[config.mk]
export PLATFORM = sky130hd
export DESIGN_NAME = wb_stage_pipe
export DESIGN_NICKNAME = d
export VERILOG_FILES = /design/src/rtl/wb_stage_pipe.sv
export SDC_FILE = /design/constraint.sdc
export NUM_CORES = 1
export LEC_CHECK = 0
export CORE_UTILIZATION = 38
export DETAILED_ROUTE_END_ITERATION = 7
export PLACE_DENSITY = 0.88
export SETUP_SLACK_MARGIN = 0.3
export SLEW_MARGIN = 20
export SYNTH_ARGS = -nofsm -noshare
export SYNTH_HDL_FRONTEND = slang
export SYNTH_SLANG_ARGS = --single-unit
[constraint.sdc]
create_clock -name clk -period 1.5 [get_ports clk]
set_clock_uncertainty 0.2 [all_clocks]
set_input_delay 0.225 -clock clk [delete_from_list [all_inputs] [get_ports clk]]
set_output_delay 0.225 -clock clk [all_outputs]
set_load 0.05 [all_outputs]
[src/rtl/wb_stage_pipe.sv]
// Write-back stage: MEM/WB register, load lane extraction/extension, 4-way result select,
//   r0 write suppression and misaligned-load detection (write killed, flag raised).
// Latency: 1 cycle when PIPE_REG=1, combinational when PIPE_REG=0.
// Backpressure: stall holds every output (a held write simply repeats); flush squashes
//   valid/write/misaligned and overrides stall.
// Ports:
//   clk, reset             rising-edge clock, asynchronous active-high reset
//   in_valid, stall, flush MEM-stage valid, hold, squash
//   alu_result, read_data, pc_plus4, imm_upper   result sources (read_data little-endian)
//   byte_off, load_size, load_unsigned           load lane/size/extension control
//   wb_sel, reg_write, write_reg                 result select, write enable, destination
//   wb_valid, wb_reg_write, wb_write_reg, wb_write_data, wb_misaligned   WB-stage outputs
module wb_stage_pipe #(
  parameter int DATA_W     = 32,
  parameter int REG_ADDR_W = 5,
  parameter int PIPE_REG   = 1,
  parameter int R0_ZERO    = 1
) (
  input  logic                  clk,
  input  logic                  reset,
  input  logic                  in_valid,
  input  logic                  stall,
  input  logic                  flush,
  input  logic [DATA_W-1:0]     alu_result,
  input  logic [DATA_W-1:0]     read_data,
  input  logic [DATA_W-1:0]     pc_plus4,
  input  logic [DATA_W-1:0]     imm_upper,
  input  logic [1:0]            byte_off,
  input  logic [1:0]            load_size,
  input  logic                  load_unsigned,
  input  logic [1:0]            wb_sel,
  input  logic                  reg_write,
  input  logic [REG_ADDR_W-1:0] write_reg,
  output logic                  wb_valid,
  output logic                  wb_reg_write,
  output logic [REG_ADDR_W-1:0] wb_write_reg,
  output logic [DATA_W-1:0]     wb_write_data,
  output logic                  wb_misaligned
);

  typedef struct packed {
    logic                  valid;
    logic                  reg_write;
    logic [REG_ADDR_W-1:0] write_reg;
    logic [DATA_W-1:0]     write_data;
    logic                  misaligned;
  } wb_t;

  // Byte lanes are hard-wired to a 32-bit word.
  generate
    if (DATA_W != 32) begin : g_width_check
      $error("wb_stage_pipe: DATA_W must be 32");
    end
  endgenerate

  logic [7:0]        lane_byte;
  logic [15:0]       lane_half;
  logic [DATA_W-1:0] load_val;
  logic              bad_align;
  logic              r0_kill;
  wb_t               nxt;
  wb_t               cur;

  always_comb begin
    lane_byte = 8'h00;
    case (byte_off)
      2'd0: lane_byte = read_data[7:0];
      2'd1: lane_byte = read_data[15:8];
      2'd2: lane_byte = read_data[23:16];
      2'd3: lane_byte = read_data[31:24];
      default: lane_byte = 8'h00;
    endcase
  end

  // Odd half offsets land here too, but they are flagged misaligned and zeroed.
  assign lane_half = byte_off[1] ? read_data[31:16] : read_data[15:0];

  always_comb begin
    load_val  = read_data;
    bad_align = 1'b0;
    case (load_size)
      2'b00: load_val = {{(DATA_W-8){lane_byte[7] & ~load_unsigned}}, lane_byte};
      2'b01: load_val = {{(DATA_W-16){lane_half[15] & ~load_unsigned}}, lane_half};
      default: load_val = read_data;  // reserved size behaves as a word load
    endcase
    // Alignment only matters when the memory result is actually selected.
    if (wb_sel == 2'b01) begin
      case (load_size)
        2'b00:   bad_align = 1'b0;
        2'b01:   bad_align = byte_off[0];
        default: bad_align = (byte_off != 2'b00);
      endcase
    end
  end

  assign r0_kill = (R0_ZERO != 0) && (write_reg == '0);

  always_comb begin
    nxt            = '0;
    nxt.valid      = in_valid;
    nxt.misaligned = in_valid & bad_align;
    nxt.write_reg  = write_reg;
    nxt.reg_write  = in_valid & reg_write & ~bad_align & ~r0_kill;
    case (wb_sel)
      2'b00:   nxt.write_data = alu_result;
      2'b01:   nxt.write_data = bad_align ? '0 : load_val;
      2'b10:   nxt.write_data = pc_plus4;
      default: nxt.write_data = imm_upper;
    endcase
  end

  generate
    if (PIPE_REG != 0) begin : g_reg
      wb_t q;
      always_ff @(posedge clk or posedge reset) begin
        if (reset) begin
          q <= '0;
        end else if (flush) begin
          // Destination and data are left as-is; only the qualifiers drop.
          q.valid      <= 1'b0;
          q.reg_write  <= 1'b0;
          q.misaligned <= 1'b0;
        end else if (!stall) begin
          q <= nxt;
        end
      end
      assign cur = q;
    end else begin : g_comb
      always_comb begin
        cur = nxt;
        if (flush) begin
          cur.valid      = 1'b0;
          cur.reg_write  = 1'b0;
          cur.misaligned = 1'b0;
        end
      end
    end
  endgenerate

  assign wb_valid      = cur.valid;
  assign wb_reg_write  = cur.reg_write;
  assign wb_write_reg  = cur.write_reg;
  assign wb_write_data = cur.write_data;
  assign wb_misaligned = cur.misaligned;

endmodule

==> metrics.txt, run 1 <==
fin crit period=1460 ps; Worst EP required=1530 ps; fin. max-slew vios=0; routability cong.=0.893; DIE AREA=8200 sq um; clock latency on the worst-skew pair=290 ps; Site Rows=31; kind of critical path=in2reg; syn avg cell area=9.06 sq um; drt drc=0; crit share post-route=97.5%; Max clock buf depth=2; share of flip-flops with an asynchronous set or reset=100%; Post-Syn Area=2980 sq um; Cells after Synth=329; Pleak=2.67 nW; Synthesized Nets=475; Post-Route WL=16.6 mm; Total GRT Usage=37.3%; register area=1000 sq um; crit end category=flip-flop; Top FF cell, synth=dfrtp_1; Worst-Margin Slew=428 ps; RSZ-0062 raised after global routing=yes; power share of the sequential group=28.3%; IO Pins=186; number of global-route vias before repair=4437; grt ovf=0; DRT Pass-1 Iters=6; most instantiated cells after synthesis=nor2_1, o22ai_1, dfrtp_1; initial antenna violation count=0; internal power=3.05 mW; switching share of power=39.0%; status=complete, no violations; PD cells=782 nW/um^2; CTS H-tree depth=2; Fmax=684 MHz; hold_buf cts=0; Final Worst Setup Slack=37.1 ps; final net count=713; Area Overhead vs Synth=114%; core area=7410 sq um; post-synth top area cell=dfrtp_1; MaxCap Viol Count=0; CP Max Fanout=4; Starting DRT DRC Count=324; Hold Violations, Final=0; Detail Route Antenna Nets=0; Yosys top cell area share=33.6%; Initial Util=40.2%; CTS tree=done; clock transition at the registers of the reported paths=80 ps; Comb power frac=55.8%; Sw Pwr=1.95 mW; Synth Warn #=0; Detail Placement HPWL=10.1 mm; Distinct cells, synth=36; CTS sink cnt=40; largest cells by area after synthesis=dfrtp_1, mux2i_1, o22ai_1; wire length per cell=24.8 um; post-synthesis sequential area ratio=33.6%; vias after detailed routing=4255; Slew HR=71.2%; # fillers=374; largest net degree at the start of global routing=41; Multi-input gate area=2250 sq um; most frequent cell after synthesis=nor2_1; Pwr Total=5.00 mW; first-pass GRT wire length=23.5 mm; Die W=90.6 um; startpoint types=input pin; Max IR drop VDD=0.478 mV; IO buf count=185; Clock power frac=15.9%; crit path DAT=1490 ps; diode count=0; chip height=90.6 um; Num CTS Buffers=5; pre-CTS setup slack=-716 ps; clk root buf=clkbuf_8; number of flip-flops under the largest register name=32; Synth Register Bits=40; Final Setup Violations=0; HP Class=in2reg; EDFF count, synth=0; vias per cell=6.38; layout cells sized above 1=40.3%
## cells by family (layout without fill, tap and decap cells)
kind of cell / count (synthesis) / in the layout / share of synthesized area, %
DFF: 40 / 40 / 33.6
and+or+nand+nor: 99 / 102 / 14.6
muxes: 43 / 43 / 17.7
AOI/OAI and AO/OA: 115 / 115 / 29.3
buffers and inverters: 32 / 268 / 4.83
## metrics by stage
stage | util [%] | std cells | cell area [sq um] | setup TNS [ps] | hold WS, ps
2_1_floorplan | - | 329 | 3060 | -2330 | 3.82
4_1_cts | 83.2 | 657 | 6160 | 0 | 57.5
3_5_place_dp | 76.1 | 627 | 5640 | -21570 | 322
6_report | 86.3 | 667 | 6390 | 0 | 79.3
5_1_grt | 86.3 | 667 | 6390 | 0 | 96.1
3_3_place_gp | 76.1 | 627 | 5640 | -19210 | 321
## critical path, cell delays in order
cell and delay [ps]:
buf_6 90, buf_8 130, o21a_1 160, buf_4 160, o21ba_2 230, or3_1 370
a21oi_2 120
## layout by cell type (no fill, tap or decap), drive strengths merged
cell type | synthesis | routed
nor3 | 1 | 1
nand2b | 3 | 3
o32ai | 8 | 8
o22ai | 56 | 56
inv | 2 | 1
dlymetal6s2s | 0 | 6
a211oi | 31 | 31
clkinvlp | 0 | 1
and2 | 2 | 2
a21oi | 3 | 3
or3 | 2 | 2
or2 | 2 | 5
or4 | 1 | 1
clkdlybuf4s50 | 0 | 108
o22a | 1 | 1
o21ba | 1 | 1
a31oi | 8 | 8
dfrtp | 40 | 40
mux2 | 7 | 7
nor2b | 8 | 8
clkinv | 1 | 3
o21a | 1 | 1
buf | 16 | 116
dlygate4sd2 | 0 | 16
mux4 | 7 | 7
bufbuf | 0 | 1
clkdlybuf4s15 | 0 | 6
o2111ai | 1 | 1
o211ai | 2 | 2
nand2 | 27 | 27
mux2i | 29 | 29
clkbuf | 13 | 10
a22oi | 1 | 1
o21ai | 2 | 2
nor2 | 53 | 53
## final timing paths
kind,startpoint,to,slack [ps],depth (start not counted)
setup / recovery,byte_off[0],wb_reg_write$_DFFE_PP0P_,40,7
hold / removal,write_reg[1],wb_write_reg[1]$_DFFE_PP0P_,80,3
setup reg to reg,wb_write_data[17]$_DFFE_PP0P_,wb_write_data[17]$_DFFE_PP0P_,220,4
hold reg to reg,wb_write_reg[0]$_DFFE_PP0P_,wb_write_reg[0]$_DFFE_PP0P_,340,2
max in group asynchronous,reset,wb_write_data[10]$_DFFE_PP0P_,740,3
min in group asynchronous,reset,wb_write_data[19]$_DFFE_PP0P_,110,3
## timing repair
item | 4_1_cts | 5_1_grt
resized for setup | 105 | 47
buffers inserted | 17 | 10
cloned | 5 | 0
pin swaps | 35 | 18
setup endpoints to repair | 79 | 79
endpoints found under the hold margin | 0 | 0
## power groups by stage
| stage | Sequential, mW | Clock [mW] | Combinational [mW] |
|---|---|---|---|
| floorplan | 1.87 | 0 | 0.580 |
| global placement | 1.42 | 0 | 2.36 |
| detailed placement | 1.43 | 0 | 2.41 |
| CTS | 1.40 | 0.782 | 2.58 |
| global route | 1.43 | 0.836 | 2.87 |
| finish | 1.41 | 0.797 | 2.79 |
## routing by layer
metal / global-route usage (%) / wire (um) / up-vias / share of wire (%)
met3: 9.68 / 1640 / 117 / 9.9
met5: 0 / 0 / - / 0
met4: 21.2 / 1130 / 0 / 6.8
met2: 65.8 / 8230 / 369 / 50
li1: - / - / 1747 / -
met1: 40.3 / 5570 / 2022 / 34
## area by class of cell
class | count | area share [%]
timing repair buffer | 257 | 45.5
inverter | 3 | 0.235
clock buffer | 6 | 1.29
tap | 99 | 1.94
sequential | 40 | 15.7
multi-input combinational | 260 | 35.2
clock inverter | 2 | 0.157
Note: power is estimated with default switching activity, not from simulation.
==> inputs of run 2 (changes only) <==
Settings changed: CORE_MARGIN set to 2, CTS_CLUSTER_DIAMETER set to 60.
==> metrics.txt, run 2 (synthesis gave the netlist of run 1 again) <==
Worst EP required=1490 ps (-40 ps); TNS Setup=0 ps (unchanged); crit path DAT=1440 ps (-50 ps); Clock power frac=18.3% (+2.4 points); startpoint types=input pin; switching share of power=38.1% (-0.99 points); r2r setup slk=220 ps (about the same); Worst-Margin Slew=376 ps (-51.6 ps); Site Rows=32 (+3.2%); CTS tree=done; Detail Route Antenna Nets=0 (unchanged); IO Pins=186 (unchanged); Starting DRT DRC Count=427 (+32%); final net count=722 (+1.3%); met3 Track Usage GR=8.87% (-0.81 points); drt drc=0 (unchanged); number of global-route vias before repair=4343 (-2.1%); IO buf count=185 (unchanged); Total GRT Usage=34.2% (-3.2 points); DIE AREA=8570 sq um (+4.5%); fin. max-slew vios=0 (unchanged); power share of the sequential group=27.4% (-0.9 points); hold depth=3 (unchanged); core area=7650 sq um (+3.2%); wire length per cell=23.7 um (-4.6%); PD cells=792 nW/um^2 (+1.3%); number of flip-flops under the largest register name=32 (unchanged); vias after detailed routing=4230 (-0.59%); # fillers=379 (+1.3%); CP Cell Sequence=clkbuf_4, buf_4, mux2i_1, nor2_1, a211oi_1, o32ai_2; CP Depth=6 (-1); vias per cell=6.23 (-2.3%); crit end category=flip-flop; Hold Violations, Final=0 (unchanged); fin crit period=1450 ps (-16.1 ps); CP top delay family=compound AO/OA/AOI/OAI gates; CP peak stage delay=360 ps (about the same); clock transition at the registers of the reported paths=110 ps (+30 ps); largest net degree at the start of global routing=24 (-41%); Max clock buf depth=2 (unchanged); crit share post-route=96.5% (-1.1 points); Multi-input gate area=2250 sq um (+0.17%); most common cell after layout, fill and taps aside=clkdlybuf4s50_1; GRT met2 Usage=60.7% (-5.1 points); clock latency on the worst-skew pair=300 ps (about the same); MaxCap Viol Count=0 (unchanged); Comb power frac=54.3% (-1.5 points); register area=1000 sq um (-0.12%); grt ovf=0 (unchanged); initial antenna violation count=0 (unchanged); Slowest-stage cell, CP=a211oi_1; Detail Placement HPWL=10.4 mm (+2.4%); chip height=92.6 um (+2.2%); HP Class=in2reg; Sw Pwr=1.96 mW (+0.62%); Max IR drop VDD=0.540 mV (+13%); RSZ-0062 raised after global routing=yes; internal power=3.20 mW (+4.9%); first-pass GRT wire length=22.6 mm (-3.5%); Pwr Total=5.16 mW (+3.2%); Initial Util=39.0% (-1.3 points); Fmax=691 MHz (+1.1%); Final Setup Violations=0 (unchanged); Slew HR=74.8% (+3.6 points); Post-Route WL=16.1 mm (-2.9%); CTS sink cnt=40 (unchanged); gr busiest metal=met2; Pleak=2.70 nW (+1.0%); kind of critical path=in2reg; Die W=92.6 um (+2.2%); buffers and inverters on the worst path=2 (-1); routability cong.=0.902 (+0.95%); diode count=0 (unchanged); Num CTS Buffers=5 (unchanged); Area Overhead vs Synth=119%; layout cells sized above 1=38.8% (-1.5 points); clk root buf=clkbuf_8; DRT Pass-1 Iters=5 (-1); leading cell types in the layout, fill and taps excluded=clkdlybuf4s50_1, buf_4, nor2_1, buf_12, dfrtp_1; status=complete, no violations; met1 usage=37.0% (-3.3 points); CP Max Fanout=7 (+3); CTS H-tree depth=2 (unchanged); cell depth of the worst flop-to-flop path=4 (unchanged)
[run 2: layout make-up]
cell class | instances | area share, %
Clock buffer | 5 | 1.06
Multi-Input combinational cell | 259 | 34.6
Sequential cell | 40 | 15.4
Tap cell | 102 | 1.96
Clock inverter | 3 | 0.653
Timing Repair Buffer | 267 | 46.2
Inverter | 3 | 0.230
[run 2: worst min-delay path, delay by kind of cell]
family | cells | cell delay [ps]
and+or+nand+nor | 2 | 150
buffers and inverters | 1 | 110
[run 2: power by group through the flow]
| stage | Clock (mW) | Combinational (mW) | Sequential, mW |
|---|---|---|---|
| detailed placement | 0 | 2.43 | 1.43 |
| finish | 0.946 | 2.80 | 1.41 |
| global placement | 0 | 2.37 | 1.42 |
| CTS | 0.925 | 2.60 | 1.41 |
| global route | 0.997 | 2.89 | 1.42 |
| floorplan | 0 | 0.580 | 1.87 |
[run 2: path summary, 6_finish.rpt]
check | from | endpoint
setup reg to reg | wb_write_data[10]$_DFFE_PP0P_ | wb_write_data[10]$_DFFE_PP0P_
max in group asynchronous | reset | wb_write_reg[0]$_DFFE_PP0P_
setup / recovery | wb_sel[1] | wb_write_data[10]$_DFFE_PP0P_
hold reg to reg | wb_write_reg[0]$_DFFE_PP0P_ | wb_write_reg[0]$_DFFE_PP0P_
hold / removal | write_reg[4] | wb_write_reg[4]$_DFFE_PP0P_
min in group asynchronous | reset | wb_write_data[22]$_DFFE_PP0P_
[run 2: per-stage QoR]
step | hold WS [ps] | util [%] | setup WS (ps) | area (sq um) | std cells
after floorplan | 3.82 | - | -141 | 3060 | 329
after global placement | 321 | 74.5 | -662 | 5700 | 638
after detailed placement | 338 | 74.5 | -805 | 5700 | 638
after CTS | 57.9 | 81.5 | 70.7 | 6230 | 667
after global routing | 36.9 | 85.2 | 13.0 | 6520 | 679
final | 21.5 | 85.2 | 53.2 | 6520 | 679
[run 2: repair_timing]
action                                  CTS  global route
hold buffers                              0             2
setup buffers                            18             9
gates resized for setup                 119            40
pin swaps                                26            15
hold endpoints to repair                  0             2
endpoints found under the setup margin   79            75
gates cloned                              3             1
[run 2: layer usage]
metal	wire (um)	vias up	part of all wire, %
li1	-	1754	-
met1	5460	2013	34
met2	8010	364	50
met3	1690	99	11
met4	914	0	5.7
met5	0	-	0
